`config.mk`:
```
export PLATFORM = sky130hd
export DESIGN_NAME = result_bcd_display
export DESIGN_NICKNAME = d
export VERILOG_FILES = /design/src/rtl/project_1_pkg.sv /design/src/rtl/bin2bcd_seq.sv /design/src/rtl/result_bcd_display.sv
export SDC_FILE = /design/constraint.sdc
export NUM_CORES = 1
export LEC_CHECK = 0
export ABC_AREA = 1
export CORE_MARGIN = 1
export CORE_UTILIZATION = 30
export DETAILED_ROUTE_END_ITERATION = 16
export GPL_ROUTABILITY_DRIVEN = 0
export MAX_ROUTING_LAYER = met4
export PLACE_DENSITY = 0.48
export SYNTH_ARGS = -nofsm -noshare
export SYNTH_HDL_FRONTEND = slang
export SYNTH_SLANG_ARGS = --single-unit
```
`constraint.sdc`:
```
create_clock -name Clk -period 3.05 [get_ports Clk]
set_input_delay 0.4575 -clock Clk [delete_from_list [all_inputs] [get_ports Clk]]
set_output_delay 0.4575 -clock Clk [all_outputs]
set_load 0.005 [all_outputs]
```
`src/rtl/project_1_pkg.sv`:
```
// Shared definitions for the result BCD display block: FSM state encoding,
// active-low 7-segment patterns and small combinational helpers.
package project_1_pkg;

  // Number of decimal digits produced from an 8-bit unsigned value.
  localparam int BCD_DIGITS = 3;

  // Width of the packed BCD display value.
  localparam int BCD_W = 4 * BCD_DIGITS;

  // Control FSM states.
  typedef enum logic [1:0] {
    ST_IDLE  = 2'd0,
    ST_CONV  = 2'd1,
    ST_LATCH = 2'd2
  } state_t;

  // Segment patterns {g,f,e,d,c,b,a}, active-low.
  localparam logic [6:0] SEG_0     = 7'b1000000;
  localparam logic [6:0] SEG_1     = 7'b1111001;
  localparam logic [6:0] SEG_2     = 7'b0100100;
  localparam logic [6:0] SEG_3     = 7'b0110000;
  localparam logic [6:0] SEG_4     = 7'b0011001;
  localparam logic [6:0] SEG_5     = 7'b0010010;
  localparam logic [6:0] SEG_6     = 7'b0000010;
  localparam logic [6:0] SEG_7     = 7'b1111000;
  localparam logic [6:0] SEG_8     = 7'b0000000;
  localparam logic [6:0] SEG_9     = 7'b0010000;
  localparam logic [6:0] SEG_BLANK = 7'b1111111;

  // Decimal digit to segment pattern; non-decimal codes turn every segment off.
  function automatic logic [6:0] seg_encode(input logic [3:0] digit);
    logic [6:0] pattern;
    case (digit)
      4'd0:    pattern = SEG_0;
      4'd1:    pattern = SEG_1;
      4'd2:    pattern = SEG_2;
      4'd3:    pattern = SEG_3;
      4'd4:    pattern = SEG_4;
      4'd5:    pattern = SEG_5;
      4'd6:    pattern = SEG_6;
      4'd7:    pattern = SEG_7;
      4'd8:    pattern = SEG_8;
      4'd9:    pattern = SEG_9;
      default: pattern = SEG_BLANK;
    endcase
    return pattern;
  endfunction

  // Shift-add-3 correction of one BCD nibble ahead of the next shift.
  function automatic logic [3:0] add3(input logic [3:0] nibble);
    logic [3:0] corrected;
    if (nibble >= 4'd5) begin
      corrected = nibble + 4'd3;
    end else begin
      corrected = nibble;
    end
    return corrected;
  endfunction

endpackage

```
`src/rtl/bin2bcd_seq.sv`:
```
// Sequential shift-add-3 (double dabble) binary to BCD engine.
// A start pulse loads the operand; eight shifts later 'last' is high for the
// cycle in which the final shift happens, and 'result' then holds the digits
// until the next start.
module bin2bcd_seq
  import project_1_pkg::*;
(
  input  logic             clk,
  input  logic             rst,
  input  logic             start,
  input  logic [7:0]       din,
  output logic             last,
  output logic [BCD_W-1:0] result
);

  // {hundreds, tens, ones, binary}; the binary part empties as digits fill in.
  logic [19:0] shift;
  logic [2:0]  iter;
  logic        running;
  logic [19:0] adjusted;

  // Correct every BCD nibble that would overflow when doubled.
  always_comb begin
    adjusted        = shift;
    adjusted[19:16] = add3(shift[19:16]);
    adjusted[15:12] = add3(shift[15:12]);
    adjusted[11:8]  = add3(shift[11:8]);
  end

  // Load on start, then perform one correct-and-shift step per clock.
  always_ff @(posedge clk or posedge rst) begin
    if (rst) begin
      shift   <= 20'd0;
      iter    <= 3'd0;
      running <= 1'b0;
    end else if (start) begin
      shift   <= {12'd0, din};
      iter    <= 3'd0;
      running <= 1'b1;
    end else if (running) begin
      shift <= {adjusted[18:0], 1'b0};
      iter  <= iter + 3'd1;
      if (iter == 3'd7) begin
        running <= 1'b0;
      end else begin
        running <= 1'b1;
      end
    end else begin
      shift   <= shift;
      iter    <= iter;
      running <= 1'b0;
    end
  end

  assign last   = running && (iter == 3'd7);
  assign result = shift[19:8];

endmodule

```
`src/rtl/result_bcd_display.sv`:
```
// Captures an 8-bit ALU result, converts it to three BCD digits with a
// sequential engine and drives a multiplexed 3-digit active-low 7-segment
// display with leading-zero blanking. A result arriving while a conversion is
// running is parked in a one-deep pending register (latest value wins).
module result_bcd_display
  import project_1_pkg::*;
#(
  parameter int REFRESH_DIV = 16
) (
  input  logic             Clk,
  input  logic             Rst,
  input  logic [7:0]       Din,
  input  logic             Load,
  output logic             Busy,
  output logic [BCD_W-1:0] Bcd,
  output logic [6:0]       Seg,
  output logic [2:0]       An
);

  localparam int CNT_W = (REFRESH_DIV > 2) ? $clog2(REFRESH_DIV) : 1;
  localparam logic [CNT_W-1:0] CNT_LAST = CNT_W'(REFRESH_DIV - 1);

  state_t           state;
  logic             pend;
  logic [7:0]       pend_val;
  logic             start;
  logic [7:0]       start_val;
  logic             conv_last;
  logic [BCD_W-1:0] conv_result;

  logic [CNT_W-1:0] refresh_cnt;
  logic [1:0]       digit_idx;
  logic             refresh_wrap;
  logic [1:0]       digit_idx_nxt;
  logic [BCD_W-1:0] bcd_nxt;
  logic [6:0]       seg_nxt;

  // Decide when the engine (re)starts and with which operand. In LATCH a Load
  // in that very cycle is newer than anything pending, so it takes priority.
  always_comb begin
    start     = 1'b0;
    start_val = Din;
    case (state)
      ST_IDLE: begin
        start     = Load;
        start_val = Din;
      end
      ST_LATCH: begin
        start = Load | pend;
        if (Load) begin
          start_val = Din;
        end else begin
          start_val = pend_val;
        end
      end
      default: begin
        start     = 1'b0;
        start_val = Din;
      end
    endcase
  end

  bin2bcd_seq u_conv (
    .clk    (Clk),
    .rst    (Rst),
    .start  (start),
    .din    (start_val),
    .last   (conv_last),
    .result (conv_result)
  );

  // Control FSM with registered Busy, display value and pending capture.
  always_ff @(posedge Clk or posedge Rst) begin
    if (Rst) begin
      state    <= ST_IDLE;
      Busy     <= 1'b0;
      Bcd      <= {BCD_W{1'b0}};
      pend     <= 1'b0;
      pend_val <= 8'd0;
    end else begin
      case (state)
        ST_IDLE: begin
          if (Load) begin
            state <= ST_CONV;
            Busy  <= 1'b1;
          end else begin
            state <= ST_IDLE;
            Busy  <= 1'b0;
          end
        end
        ST_CONV: begin
          Busy <= 1'b1;
          if (Load) begin
            pend     <= 1'b1;
            pend_val <= Din;
          end else begin
            pend     <= pend;
            pend_val <= pend_val;
          end
          if (conv_last) begin
            state <= ST_LATCH;
          end else begin
            state <= ST_CONV;
          end
        end
        ST_LATCH: begin
          Bcd  <= conv_result;
          pend <= 1'b0;
          if (start) begin
            state <= ST_CONV;
            Busy  <= 1'b1;
          end else begin
            state <= ST_IDLE;
            Busy  <= 1'b0;
          end
        end
        default: begin
          state <= ST_IDLE;
          Busy  <= 1'b0;
          pend  <= 1'b0;
        end
      endcase
    end
  end

  // Next display value and next digit position, so Seg/An can be registered
  // without lagging Bcd or the digit index by a cycle.
  always_comb begin
    refresh_wrap = (refresh_cnt == CNT_LAST);
    if (refresh_wrap) begin
      if (digit_idx == 2'd2) begin
        digit_idx_nxt = 2'd0;
      end else begin
        digit_idx_nxt = digit_idx + 2'd1;
      end
    end else begin
      digit_idx_nxt = digit_idx;
    end
    if (state == ST_LATCH) begin
      bcd_nxt = conv_result;
    end else begin
      bcd_nxt = Bcd;
    end
  end

  // Select the digit to show and apply leading-zero blanking.
  always_comb begin
    seg_nxt = SEG_BLANK;
    case (digit_idx_nxt)
      2'd0: begin
        seg_nxt = seg_encode(bcd_nxt[3:0]);
      end
      2'd1: begin
        if ((bcd_nxt[7:4] == 4'd0) && (bcd_nxt[11:8] == 4'd0)) begin
          seg_nxt = SEG_BLANK;
        end else begin
          seg_nxt = seg_encode(bcd_nxt[7:4]);
        end
      end
      2'd2: begin
        if (bcd_nxt[11:8] == 4'd0) begin
          seg_nxt = SEG_BLANK;
        end else begin
          seg_nxt = seg_encode(bcd_nxt[11:8]);
        end
      end
      default: begin
        seg_nxt = SEG_BLANK;
      end
    endcase
  end

  // Refresh timer, digit scan and registered display pins.
  always_ff @(posedge Clk or posedge Rst) begin
    if (Rst) begin
      refresh_cnt <= {CNT_W{1'b0}};
      digit_idx   <= 2'd0;
      An          <= 3'b110;
      Seg         <= SEG_0;
    end else begin
      if (refresh_wrap) begin
        refresh_cnt <= {CNT_W{1'b0}};
      end else begin
        refresh_cnt <= refresh_cnt + CNT_W'(1);
      end
      digit_idx <= digit_idx_nxt;
      An        <= ~(3'b001 << digit_idx_nxt);
      Seg       <= seg_nxt;
    end
  end

endmodule

```
==> out/summary.txt <==
Outcome = complete, no violations
Syn_area_per_cell = 7.90 µm²
FP Rows = 40
Net Sw Power = 1.98 mW
Crit path largest cell delay = 0.41 ns
Slew @ Worst Pin = 0.452 ns
Met3 usage = 0.0529
Post-synth EDFFs = 0
Reg-to-reg slack, setup = 0.72 ns
CP startpoint kind = flop
FF/Latch Area = 1610 µm²
CTS Buf Count = 9
Die height = 115 µm
Post-Layout Cell Count = 692
Clock power share = 0.215
Total congestion overflow = 0
1st-pass router iterations = 4
Worst r2r dst = Seg[3]$_DFF_PP0_
Vias in the first global route = 2950
CTS Hold Buffers Added = 0
Internal power = 2.75 mW
Synth Flop Type = dfrtp_1
Upper clock frequency limit = 429 MHz
Worst setup path endpoint = Seg[3]$_DFF_PP0_
Most frequent cells in the layout = nand2_1, inv_1, dfrtp_1
Comb power frac = 0.488
Core ar. = 12200 µm²
DIE AREA = 13100 µm²
Hold_sp = pend_val[2]$_DFFE_PP0P_
GRT Overall Usage = 0.152
Reg2Reg Launch Point = state[0]$_DFF_PP0_
Worst slack at placement = 0.730 ns
Vias = 3049
Synth cell types = 32
Worst Path Arrival = 2.56 ns
Routing usage on met2 = 0.232
Seq/Total Area, Yosys = 0.423
Crit end category = flop
Slew Viols, Final = 0
Routed len/inst = 12.3 µm
Starting DRC count in detailed routing = 127
Rel. slew slack = 0.697
TritonCTS clock tree = done
Detail Route Antenna Nets = 0
# DRC = 0
Antenna cell count = 0
CTS resizes = 0
Via/cell ratio = 4.41
Post-CTS setup buffers = 0
Fin nets = 553
Clk_skew = 0.00604 ns
Period utilization = 0.764
Clk slew on worst S/H paths = 0.06 ns
Critical path fanouts, max = 24
Type of the worst setup path = flop to flop
Crit-path cells = inv_2 > nand2_4 > o21ai_1 > inv_1 > ha_1 > inv_1 > nand3_1 > nand2_1 > nor2_1 > nor2_1 > nor2_1 > nor2_1 > nand2_1
Syn Inst Count = 481
CP required = 3.28 ns
Maximum resistive drop on vdd = 0.405 mV
CTS H-tree depth = 3
Share of cells above drive strength 1 = 0.118
Placed wire-length estimate = 6210 µm
Area occupied by multi-input gates = 1830 µm²
Worst-Skew Late Latency = 0.34 ns
Hold Crit Class = flop to flop
Area Overhead vs Synth = 20.8%
Crit. Startpoint = state[0]$_DFF_PP0_
Initial Util = 0.312
Max Cap Violations = 0
Cell Area, Synth = 3800 µm²
Largest net degree at the start of global routing = 65
Reg2reg path depth = 13
Sw Share = 0.419
Mapped Nets = 515
Post-synthesis sequential element count = 64
Overall Power = 4.73 mW
Power per Cell Area = 1030 nW/µm²
Root buf cell = clkbuf_16
Final worst setup slack = 0.720 ns
Unrepaired setup endpoints after global routing = false
Grt peak-use layer = met2
Reg power frac = 0.297
Ys Warns = 0
Sink Count = 64
First-pass GRT wire length = 14500 µm
Drt total wl = 8490 µm
Die X = 115 µm
Slowest cell on crit path = dfrtp_1
Final-report hold violation count = 0
Share of flip-flops with an asynchronous set or reset = 1.00
Number of port buffers = 33
Placed Cells incl. Taps = 676
Most common cell after layout, fill and taps aside = nand2_1
Min Hold Slack = 0.483 ns
Fillers = 1274
Met1 Usage GRT = 0.184
Post-synth top area share = 0.402
Critical Path Most Common Cell = nor2_1
Total I/O pin count = 34
Final TNS setup = 0 ns
Leak = 2.30 nW
Leading area contributor after synthesis = dfrtp_1
Min Clock Period, post-route = 2.33 ns
Initial antenna violation count = 0
Final count of negative-setup-slack endpoints = 0
Synth area leaders = dfrtp_1, nand2_1, ha_1
Clk buf depth = 2
cells by family (layout without fill, tap and decap cells):
logic type,count (synthesis),in the layout,share of synthesized area
compound gates,70,70,0.110
xor+xnor,5,5,0.0115
fa+ha+maj,23,23,0.0758
buf+inv,84,127,0.0962
flops,64,64,0.423
simple gates,235,235,0.284
cells in the mapped netlist, types with 3 or more instances:
library cell  instances
nor2_1               32
nand2_2              17
o21ai_0              33
o22ai_1               7
inv_1                69
o21ai_1               3
xor2_1                5
or2_2                 3
nor2_4                3
inv_2                 4
nand3_2               4
o211ai_1             10
a21oi_1               6
nand3_1              49
nand2_1             120
dfstp_2               3
o221ai_1              6
nand2_4               4
ha_1                 23
buf_6                 3
dfrtp_1              61
worst min path at each step:
stage | end | cells past startpoint
finish | pend_val[2]$_DFFE_PP0P_ | 2
detailed placement | pend_val[4]$_DFFE_PP0P_ | 2
global route | pend_val[4]$_DFFE_PP0P_ | 2
floorplan | pend_val[0]$_DFFE_PP0P_ | 2
CTS | pend_val[2]$_DFFE_PP0P_ | 2
global placement | pend_val[4]$_DFFE_PP0P_ | 2
registers in the layout (all words and copies together) (netlist names):
name	cells
An	3
Bcd	12
Busy	1
Seg	7
digit_idx	2
pend	1
pend_val	8
refresh_cnt	4
state	2
u_conv.iter	3
u_conv.running	1
u_conv.shift	20
power by group through the flow:
stage                     Combinational, mW  Sequential, mW  Clock, mW
after detailed placement               2.33            1.42          0
after global placement                 2.30            1.42          0
after CTS                              2.34            1.41       1.06
after floorplan                        1.64            1.38          0
final                                  2.31            1.40       1.02
after global routing                   2.67            1.44       1.09
layer usage:
metal / vias up / wire (µm) / share of wire
met5: - / 0 / 0
met4: 0 / 110 / 0.013
met3: 8 / 338 / 0.040
met2: 49 / 3920 / 0.46
met1: 1376 / 4130 / 0.49
li1: 1616 / - / -
critical path: cells and delay by family (launching register included):
family,cells,cell delay (ns)
adders and majority gates,1,0.22
buffers and inverters,3,0.46
and+or+nand+nor,8,0.74
DFF,1,0.41
AOI/OAI and AO/OA,1,0.39
per-stage QoR:
stage | area [µm²] | utilization
after floorplan | 3800 | -
after global placement | 4300 | 0.353
after detailed placement | 4300 | 0.353
after CTS | 4590 | 0.377
after global routing | 4590 | 0.377
final | 4590 | 0.377
final cells by class:
cell class | count | area share
Inverter | 74 | 0.0611
Tap cell | 168 | 0.0458
Clock inverter | 5 | 0.0125
Timing Repair Buffer | 37 | 0.0813
Clock buffer | 11 | 0.0507
Sequential cell | 64 | 0.350
Multi-Input combinational cell | 333 | 0.399
Note: power is estimated with default switching activity, not from simulation.
==> patch 1 (same settings) <==
Change the parameter `REFRESH_DIV` from 16 to 8.
--- a/src/rtl/result_bcd_display.sv
+++ b/src/rtl/result_bcd_display.sv
@@ -7,3 +7,3 @@
 #(
-  parameter int REFRESH_DIV = 16
+  parameter int REFRESH_DIV = 8
 ) (
Behaviour: not the same (Yosys sat finds a counterexample within 10 cycles, from zero or initial values and one cycle with Rst high).
==> patch 1 against the unedited design <==
Synthesized area decreased by 0.33%; clock power increased by 9%; highest routed layer unchanged; worst setup slack improved by 0.11 ns; sequential cell count decreased by 1; final area increased by 0.22%; combinational power decreased by 2%; routed wire length decreased by 7.5%; critical endpoint unchanged; total power increased by 0.29%; sequential share of layout area decreased by 0.62 points.
==> patch 1: results <==
[status]
status = completed

[yosys]
synth-async-reset-ratio = 1.00
yosys_warnings = 0
synth_seq_area_share = 0.417
ys.flop_type = dfrtp_1
netlist_top_cells_area = dfrtp_1 40%, nand2_1 12%, ha_1 7.9%
synth_common_cells = 120 x nand2_1, 75 x inv_1, 60 x dfrtp_1
syn_nets = 503

[worst_setup_path]
arrival_ns = 2.43
max_stage_delay_ns = 0.43
cp_slowest_cell = dfrtp_1
crit_family = simple AND/OR/NAND/NOR gates
crit_fanout = 18

[global_routing]
grt_max_degree = 64
first_global_vias = 2973
grt_pass1_wl_um = 13800
antenna_found_initial = 0
grt.total_usage = 0.139

[clock_network]
clkLatencyLatePin_ns = 0.33
ctsHtreeMaxLevel = 3
clockBufferDepth = 2
cts_buffers = 9
clk_pin_slew_ns = 0.05
cts_setup_buffers = 0
cts_resized = 0

[route]
drt_iter0_drc = 123
first_pass_iters = 4
viasPerCell = 4.36
drt_wl_total_um = 7860

[min_path]
min_path_type = reg2reg

[power_and_ir_drop]
power_leakage_nw = 2.30
ir_drop_mv = 0.344

[placed_design]
dpl_worst_slack_ns = 0.812
dpl_cell_area_mm2 = 0.00427
place_hpwl_um = 5780

[layout]
fillers = 1254
drive_gt1_frac = 0.127
nets = 540
antenna_cells = 0
reg_top3 = u_conv.shift x20, Bcd x12, pend_val x8

[timing]
fin_worst_skew_ns = 0.00651
slew_headroom = 0.547
[patch 1: cell families after synthesis]
logic type | count (synthesis) | share of synthesized area
compound gates | 63 | 0.102
buf+inv | 89 | 0.102
flops | 63 | 0.417
simple gates | 226 | 0.292
xor+xnor | 3 | 0.00694
fa+ha+maj | 24 | 0.0793
[patch 1: cell type report]
cell class	count	area, um^2	area share
inverters	80	305	0.0664
clock buffers	10	239	0.0520
repair buffers	35	358	0.0778
multi-input cells	316	1820	0.396
well taps	168	210	0.0457
clock inverters	6	83.8	0.0182
flip-flops and latches	63	1580	0.344
[patch 1: layer usage]
metal,vias up,GRT usage,share of wire
met2,40,0.235,0.48
met3,8,0.0376,0.031
met4,0,0.0364,0.0093
met5,-,-,0
met1,1339,0.163,0.48
li1,1570,-,-
[patch 1: final timing paths]
check	start	end	slack, ns	cells past startpoint
max in group asynchronous	Rst	An[1]	2.22	3
setup / recovery	state[0]	Seg[3]	0.83	13
setup reg to reg	state[0]	Seg[3]	0.83	13
hold / removal	refresh_cnt[0]	refresh_cnt[0]	0.42	1
min in group asynchronous	Rst	pend_val[5]	0.53	3
hold reg to reg	refresh_cnt[0]	refresh_cnt[0]	0.42	1
[patch 1: through the flow]
stage | total power, mW | cells | hold slack (ns) | utilization
after floorplan | 3.01 | 468 | 0.403 | -
after global placement | 3.64 | 662 | 0.413 | 0.351
after detailed placement | 3.67 | 662 | 0.422 | 0.351
after CTS | 4.82 | 678 | 0.429 | 0.378
after global routing | 5.22 | 678 | 0.450 | 0.378
final | 4.74 | 678 | 0.424 | 0.378
[patch 1: where the power goes]
part | leakage (nW) | switching [mW] | internal (mW)
registers | 0.772 | 0.194 | 1.17
logic | 1.36 | 1.36 | 0.907
clock network | 0.162 | 0.374 | 0.734
[patch 1: worst register-to-register path, cell delays in order (launching register included)]
cell     delay [ns]
dfrtp_1        0.43
inv_4          0.23
nand2_8        0.16
o21ai_1        0.38
inv_1          0.15
ha_1           0.22
inv_1          0.05
nand3_1        0.07
nand2_1        0.09
nor2_1         0.05
nor2_1         0.11
nor2_1         0.05
nor2_1         0.09
nand2_1        0.05
==> patch 2 (same flow settings) <==
Without the edit above. Encoding of `state_t`: now one-hot (3 bits for 3 states).
--- a/src/rtl/project_1_pkg.sv
+++ b/src/rtl/project_1_pkg.sv
@@ -11,6 +11,6 @@
   // Control FSM states.
-  typedef enum logic [1:0] {
-    ST_IDLE  = 2'd0,
-    ST_CONV  = 2'd1,
-    ST_LATCH = 2'd2
+  typedef enum logic [2:0] {
+    ST_IDLE  = 3'b001,
+    ST_CONV  = 3'b010,
+    ST_LATCH = 3'b100
   } state_t;
Function: no difference found for any inputs over 10 cycles, from zero or initial values and one cycle with Rst high; not proved beyond that.
==> patch 2 against the unedited design <==
Synthesized area grew 3.3%; sequential cell count is 1 higher; sequential power down 10%; routed wire length shrank 5.1%; fmax is 1.1% lower; synthesized cell count up 3.3%; worst setup slack worse by 0.027 ns; final cell count increased by 2.7%; final area is 2.1% higher; clock power fell by 9%; total power shrank 22%; largest cell class unchanged; highest routed layer unchanged.
==> patch 2: results <==
[layout]
inverters = 83
nNonClkBuffers = 38
area_share_nonclk_buffers = 0.0812
clk_share = 0.0572
nets = 568
multi_input_area_share = 0.399
sh_seq_area = 0.348
nClkBuffers = 13
drive_gt1_frac = 0.111

[min_path]
hold_depth = 1
holdCritStartpoint = u_conv.iter[0]

[route]
drt_iter0_drc = 114
dr_wl_met2_um = 3730
met1_length_um = 3930

[global_routing]
grt_max_degree = 43
grt.total_usage = 0.138
grt_pass1_wl_um = 14100

[timing]
fmax_ghz = 0.424
fin_worst_skew_ns = 0.0100
worst_pin_slew_ns = 0.689

[worst_setup_path]
r2r_slack_ns = 0.69
crit_fanout = 35
arrival_ns = 2.57

[status]
status = completed

[yosys]
synth_common_cells = 122 x nand2_1, 79 x inv_1, 61 x dfrtp_1
synth_seq_area_share = 0.416
yosysUniqueCellTypes = 37

[placed_design]
dpl_worst_slack_ns = 0.653
place_hpwl_um = 5940

[power_and_ir_drop]
ir_drop_mv = 0.371
## patch 2: cell types whose count changed in the layout (fill, tap and decap cells not counted), sizes merged, moves of 2 or more
cell and delta:
nand3 -3, xor2 -2, clkinv +3, clkinvlp -2, or2 +2, nand3b +2
inv +7, clkbuf +2, o211ai -2, o22ai +2, o21ai +4
## patch 2: worst max-delay path, stage by stage, from the launching register on
cell     delay (ns)
dfstp_2        0.57
nor2_4         0.05
nand2_4        0.32
nand2_1        0.09
nand2_1        0.20
inv_1          0.16
ha_1           0.31
inv_1          0.05
nand3_1        0.09
nand2_1        0.08
nand2_1        0.05
nand3_1        0.06
nand2_1        0.05
nor2_1         0.09
nand2_1        0.05
## patch 2: per-layer routing
metal  GRT usage  vias to the layer above
met2       0.216                       42
met3      0.0332                       11
met1       0.173                     1376
li1            -                     1666
met4      0.0487                        0
met5           -                        -
## patch 2: report_power, final
group          leakage [nW]  switching (mW)  total, mW  internal (mW)
clock network         0.130           0.364      0.933          0.569
logic                  1.44           0.915       1.49          0.579
registers             0.841           0.128       1.26           1.13
total                  2.41            1.41       3.69           2.28
## patch 2: cells by family (layout without fill, tap and decap cells)
group                      count (synthesis)  in the layout  synth area share
DFF                                       65             65             0.416
buffers and inverters                     95            137             0.108
and+or+nand+nor                          236            236             0.281
adders and majority gates                 23             23            0.0734
AOI/OAI and AO/OA                         75             75             0.115
xor gates and xnor gates                   3              3           0.00670
## patch 2: through the flow
step                      hold WS [ns]  instance area, um^2  power (mW)   util
after floorplan                  0.452                 3920        2.41      -
after global placement           0.482                 4410        2.76  0.348
after detailed placement         0.482                 4410        2.78  0.348
after CTS                        0.491                 4680        3.75  0.370
after global routing             0.509                 4680        4.03  0.370
final                            0.492                 4680        3.69  0.370
